[src/rtl/riscv_partial_store_if.sv]
// Store-alignment bus: instruction/operands in, lane-aligned store payload out.
interface riscv_partial_store_if;
    logic [31:0] instruction;
    logic [31:0] data_from_reg;
    logic [31:0] mem_addr;
    logic        mem_wen;
    logic [31:0] data_to_mem;
    logic [3:0]  mem_write_mask;
    logic        store_misaligned;

    // Upstream pipeline stage drives the request and observes the result.
    modport master (
        output instruction, data_from_reg, mem_addr, mem_wen,
        input  data_to_mem, mem_write_mask, store_misaligned
    );

    // The alignment stage consumes the request and drives the result.
    modport slave (
        input  instruction, data_from_reg, mem_addr, mem_wen,
        output data_to_mem, mem_write_mask, store_misaligned
    );
endinterface

[src/rtl/riscv_partial_store.sv]
// RV32I store-alignment stage: places SB/SH/SW data on byte lanes and builds the
// byte write mask, one registered cycle ahead of the data memory.
module riscv_partial_store (
    input  logic                  clk,
    input  logic                  rst,
    riscv_partial_store_if.slave  bus
);
    localparam int unsigned XLEN   = 32;
    localparam int unsigned MASK_W = 4;
    localparam logic [6:0]  OPC_STORE = 7'b0100011;
    localparam logic [2:0]  F3_SB = 3'b000;
    localparam logic [2:0]  F3_SH = 3'b001;
    localparam logic [2:0]  F3_SW = 3'b010;

    logic              is_store_c;
    logic [2:0]        f3_c;
    logic [1:0]        off_c;
    logic              mis_c;
    logic [XLEN-1:0]   data_c;
    logic [MASK_W-1:0] mask_c;

    // Instruction and upper address bits outside the decoded fields are don't-care.
    logic unused_bits;
    assign unused_bits = ^{bus.instruction[31:15], bus.instruction[11:7], bus.mem_addr[31:2]};

    assign is_store_c = (bus.instruction[6:0] == OPC_STORE);
    assign f3_c       = bus.instruction[14:12];
    assign off_c      = bus.mem_addr[1:0];

    // Lane placement, misalignment detection and write-mask generation.
    always_comb begin
        data_c = bus.data_from_reg;
        mis_c  = 1'b0;
        mask_c = '0;

        // Data shaping is independent of mem_wen so the lanes are always well defined.
        if (is_store_c) begin
            unique case (f3_c)
                F3_SB:   data_c = XLEN'({24'h0, bus.data_from_reg[7:0]}) << {off_c, 3'b000};
                F3_SH:   data_c = XLEN'({16'h0, bus.data_from_reg[15:0]}) << {off_c[1], 4'b0000};
                default: data_c = bus.data_from_reg;
            endcase
        end

        if (is_store_c) begin
            unique case (f3_c)
                F3_SH:   mis_c = off_c[0];
                F3_SW:   mis_c = (off_c != 2'b00);
                default: mis_c = 1'b0;
            endcase
        end

        // A misaligned access must not touch memory, so it gets an empty mask.
        if (bus.mem_wen && is_store_c && !mis_c) begin
            unique case (f3_c)
                F3_SB:   mask_c = MASK_W'(4'b0001) << off_c;
                F3_SH:   mask_c = MASK_W'(4'b0011) << {off_c[1], 1'b0};
                F3_SW:   mask_c = MASK_W'(4'b1111);
                default: mask_c = '0;
            endcase
        end
    end

    // Output register; synchronous reset overrides every input.
    always_ff @(posedge clk) begin
        if (rst) begin
            bus.data_to_mem      <= '0;
            bus.mem_write_mask   <= '0;
            bus.store_misaligned <= 1'b0;
        end else begin
            bus.data_to_mem      <= data_c;
            bus.mem_write_mask   <= mask_c;
            bus.store_misaligned <= mis_c & bus.mem_wen & is_store_c;
        end
    end
endmodule

[src/flat_wrapper.sv]
// flat-port wrapper written by rule: the top's interface ports become plain ports
module riscv_partial_store_flat 
  (clk, rst, bus_instruction, bus_data_from_reg, bus_mem_addr, bus_mem_wen, bus_data_to_mem, bus_mem_write_mask, bus_store_misaligned);
  riscv_partial_store_if bus_i ();
  input  logic clk;
  input  logic rst;
  input wire logic [$bits(bus_i.instruction)-1:0] bus_instruction;
  input wire logic [$bits(bus_i.data_from_reg)-1:0] bus_data_from_reg;
  input wire logic [$bits(bus_i.mem_addr)-1:0] bus_mem_addr;
  input wire logic [$bits(bus_i.mem_wen)-1:0] bus_mem_wen;
  output wire logic [$bits(bus_i.data_to_mem)-1:0] bus_data_to_mem;
  output wire logic [$bits(bus_i.mem_write_mask)-1:0] bus_mem_write_mask;
  output wire logic [$bits(bus_i.store_misaligned)-1:0] bus_store_misaligned;
  assign bus_i.instruction = bus_instruction;
  assign bus_i.data_from_reg = bus_data_from_reg;
  assign bus_i.mem_addr = bus_mem_addr;
  assign bus_i.mem_wen = bus_mem_wen;
  assign bus_data_to_mem = bus_i.data_to_mem;
  assign bus_mem_write_mask = bus_i.mem_write_mask;
  assign bus_store_misaligned = bus_i.store_misaligned;
  riscv_partial_store u_core (.clk(clk), .rst(rst), .bus(bus_i));
endmodule
[config.mk]
export PLATFORM = sky130hd
export DESIGN_NAME = riscv_partial_store_flat
export DESIGN_NICKNAME = d
export VERILOG_FILES = /design/src/rtl/riscv_partial_store_if.sv /design/src/rtl/riscv_partial_store.sv /design/src/flat_wrapper.sv
export SDC_FILE = /design/constraint.sdc
export NUM_CORES = 1
export LEC_CHECK = 0
export ABC_AREA = 1
export ABC_CLOCK_PERIOD_IN_PS = 1600
export BUFFER_PORTS_ARGS = -buffer_cell sky130_fd_sc_hd__buf_2
export CAP_MARGIN = 20
export CORE_MARGIN = 5
export CORE_UTILIZATION = 40
export CTS_CLUSTER_SIZE = 16
export DETAILED_ROUTE_END_ITERATION = 16
export PLACE_DENSITY_LB_ADDON = 0.12
export SLEW_MARGIN = 20
export SYNTH_ARGS = -nofsm -noshare
export SYNTH_HDL_FRONTEND = slang
export SYNTH_SLANG_ARGS = --single-unit
export TNS_END_PERCENT = 30
[constraint.sdc]
create_clock -name clk -period 1.6 [get_ports clk]
set_clock_uncertainty 0.2 [all_clocks]
set_input_delay 0.32 -clock clk [delete_from_list [all_inputs] [get_ports clk]]
set_output_delay 0.32 -clock clk [all_outputs]
set_load 0.005 [all_outputs]
==> impl_summary.md <==
Timing
For the final routed database, the setup TNS stands at 0 ps. Based on the critical path, the design can be clocked at up to slightly above 800 MHz. Setup repair after global routing left no endpoint under its margin. The number of max-slew violations in the final report is 0.

The total count of hold-check failures in the final report is 0. The relative slew slack is slightly above 70%. Setup violations remaining at the end of the flow were counted as 0. The worst-case setup margin in the final layout is 370 ps. The shortest period the worst path allows is 1230 ps. In the finished design, the share of the clock period the worst path needs comes to 76.9%. The tightest hold path in the finished design has a slack of between 60 and 70 ps. At the pin with the least slew margin, the transition time is ~430 ps.

Route
The final routed DRC violation total is 0. In the final routed layout, each cell accounts on average for around 11 um. The violation count after the first detailed-route iteration is 91.

Summing over every cut layer, the via total after detailed routing is a little under 2000. The first detailed-routing pass ran for 4 iterations. The total wire length is 4.81 mm.

The final antenna-violating net count is 0. Dividing the detail-routed via count by the number of cells gives approximately 4.7.

Power and ir drop
The total design power is between 2000 and 2500 uW. The maximum VDD drop is 0.420 mV. In this run the static leakage power is 0.00142 uW. The power density normalized to cell area is between 800 and 900 nW/um^2.

Synth
Sorting the synthesized cells by area gives the leading types as sky130_fd_sc_hd__dfxtp_1 40%, sky130_fd_sc_hd__nand2_1 22%, sky130_fd_sc_hd__inv_1 6.1%. Counting every net in the synthesized netlist gives a little under 400. The top-area cell type share of the netlist area is around two fifths.

Summed over all instances, the cell type with the most area after synthesis is sky130_fd_sc_hd__dfxtp_1. The most numerous cell in the Yosys netlist is sky130_fd_sc_hd__nand2_1. After synthesis, flip-flops and latches occupy 40.2% of the total area. In this run the cell area of the synthesized design comes to 1840 um^2. Yosys mapped a number of flops with a built-in enable equal to 0.

The prevailing post-synth register cell is sky130_fd_sc_hd__dfxtp_1. A synthesized cell averages ~6.4 um^2. Synthesis produced a netlist whose cell count is roughly 290. After synthesis, the most frequently instantiated cells are 107 x sky130_fd_sc_hd__nand2_1, 37 x sky130_fd_sc_hd__dfxtp_1, 30 x sky130_fd_sc_hd__inv_1.

During synthesis, Yosys emitted a total of 0 warnings. The synthesized design contains 37 register bits. The distinct cell type count after synthesis is 19. After synthesis, the share of flip-flops with an asynchronous set or reset is 0%.

Final layout
The number of antenna diodes is 0. The area added between synthesis and finish is 31.9%. Fill cells in the final layout number between 400 and 500. After routing the design area is roughly 2400 um^2.

The final net count is 470. The ratio of cells with drive above 1 in the final layout is between 20% and 30%.

Placed design
The final weighted congestion of routability-driven global placement is roughly 0.85. The total half-perimeter wirelength after legalization and detailed placement is ~3.7 mm. The count of buffers inserted at the top-level ports is between 80 and 90. The post-place setup slack is around 76 ps. The post-place instance area is 2310 um^2.

Clock tree
The buffer levels on the longest clock path is 2. The quantity of hold-fixing buffers added after cts is 0. The TritonCTS clock tree is yes. The number of clock buffers added by TritonCTS is 5. The clock root buffer is sky130_fd_sc_hd__clkbuf_8. After clock tree synthesis, the clock-pin slew on the worst setup and hold paths is about 70 ps. The number of sinks on the clock net is 37. The number of gates resized after CTS was 0. The number of setup buffers added after CTS is 0. The number of H-tree branching levels is 2.

Status
The run finished with clean final reports.

GRT
Global routing consumed, over all layers together, around 16% of the routing resources. The layer carrying the most global-route usage is met2. In the global route stage, met1 resource usage came out at a little under a fifth.

Entering global routing, the biggest net connects 25 pins. The number of antenna violations at the first check in global routing was 0. For this run, global-route usage on met2 was measured as between 20% and 30%.

For this run, global-route usage on met3 was measured as 4.51%. The first global-routing pass estimated roughly 8 mm of wire. The number of global-route vias before repair is about 1900. For this run the aggregate overflow at the end of global routing stands at 0.

Critical path
The critical path goes through buf_2, inv_2, nor2_1, nand2_1, o21ai_1. The combined buffer and inverter count along the critical path is 2. For the worst setup path, the data required time is roughly 1600 ps. The worst setup path is launched from an input pin. Broken down by cell family, the worst path's largest delay share belongs to buffers and inverters. On the critical path, the stage with the largest delay is an instance of sky130_fd_sc_hd__buf_2.

The worst setup path is of the input pin to flip-flop kind. The biggest fanout along the worst timing path is 17. Data arrives at the worst endpoint at 1240 ps. The endpoint type of the worst setup path is a flip-flop. The delay contributed by the slowest stage of the critical path is approximately 210 ps.

Floorplan
The total core area is between 4000 and 5000 um^2. The floorplan step defined a die boundary enclosing just over 6000 um^2. Once the floorplan was initialized, standard cells occupied a little over two fifths of the core. In this run the horizontal extent of the chip is ~78 um. The number of primary I/O pins is around 140.

The floorplan has 24 rows. From bottom edge to top edge, the die measures 77.8 um.

Worst hold path
The min-delay analysis places its worst path in the category input pin to flip-flop.

Flow run
The count of max-cap constraint violations is 0.
layer usage:
layer,wire [um],part of all wire (%),up-vias
li1,-,-,1063
met1,1990,41,858
met2,2430,51,54
met3,314,6.5,7
met4,71,1.5,0
met5,0,0,-
area by class of cell:
class                      instances  area, um^2  share of cell area (%)
inverter                          33         124                    5.10
sequential                        37         741                    30.5
multi-input combinational        201         878                    36.2
clock inverter                     1        30.0                    1.24
tap                               52        65.1                    2.68
clock buffer                       7        86.3                    3.56
timing repair buffer              93         503                    20.7
metrics by stage:
step,instances,util [%]
after CTS,424,55.0
after global placement,416,52.4
after detailed placement,416,52.4
final,424,55.0
after global routing,424,55.0
after floorplan,287,-
cell families after synthesis:
logic type	Yosys count	synth area share (%)
buffers and inverters	49	12.0
AO/OA/AOI/OAI	29	8.29
AND/OR/NAND/NOR	172	39.4
flip-flops	37	40.2
tightest hold or removal path: stages:
cell                      delay [ps]
sky130_fd_sc_hd__buf_2            70
sky130_fd_sc_hd__nand3_1          60
sky130_fd_sc_hd__o21ai_1          60
sequential cells by signal, indices dropped and copies added, names as in the netlist:
signal and cells:
u_core.bus.store_misaligned 1, u_core.bus.data_to_mem 32, u_core.bus.mem_write_mask 4
placed cells by master (no fill, tap or decap):
master                      Yosys  routed
sky130_fd_sc_hd__clkbuf_8       0       6
sky130_fd_sc_hd__nand2_1      107     107
sky130_fd_sc_hd__o21ai_1        7       7
sky130_fd_sc_hd__o211ai_2       1       1
sky130_fd_sc_hd__nand4_1       13      13
sky130_fd_sc_hd__buf_4          5       9
sky130_fd_sc_hd__o21ai_0        3       3
sky130_fd_sc_hd__buf_12         0       1
sky130_fd_sc_hd__inv_2          3       3
sky130_fd_sc_hd__nand3_1       18      18
sky130_fd_sc_hd__nor3_1         1       1
sky130_fd_sc_hd__nand3_2        1       1
sky130_fd_sc_hd__nor2_1        29      29
sky130_fd_sc_hd__a21oi_1       18      18
sky130_fd_sc_hd__bufinv_16      0       1
sky130_fd_sc_hd__nor2_4         2       2
sky130_fd_sc_hd__dfxtp_1       37      37
sky130_fd_sc_hd__clkbuf_1       1       1
sky130_fd_sc_hd__buf_2          9      83
sky130_fd_sc_hd__nand2_2        1       1
sky130_fd_sc_hd__inv_1         30      30
where the power goes:
part / internal, uW / switching, uW
combinational: 128 / 164
sequential: 963 / 7.69
clock: 508 / 320
path summary, 6_finish.rpt:
path  slack [ps]  depth (start not counted)                         end                   from
max          370                          5  u_core.bus.data_to_mem[18]        bus_mem_addr[1]
min           70                          3  u_core.bus.data_to_mem[17]  bus_data_from_reg[17]
Power figures use the tool's default switching activity.
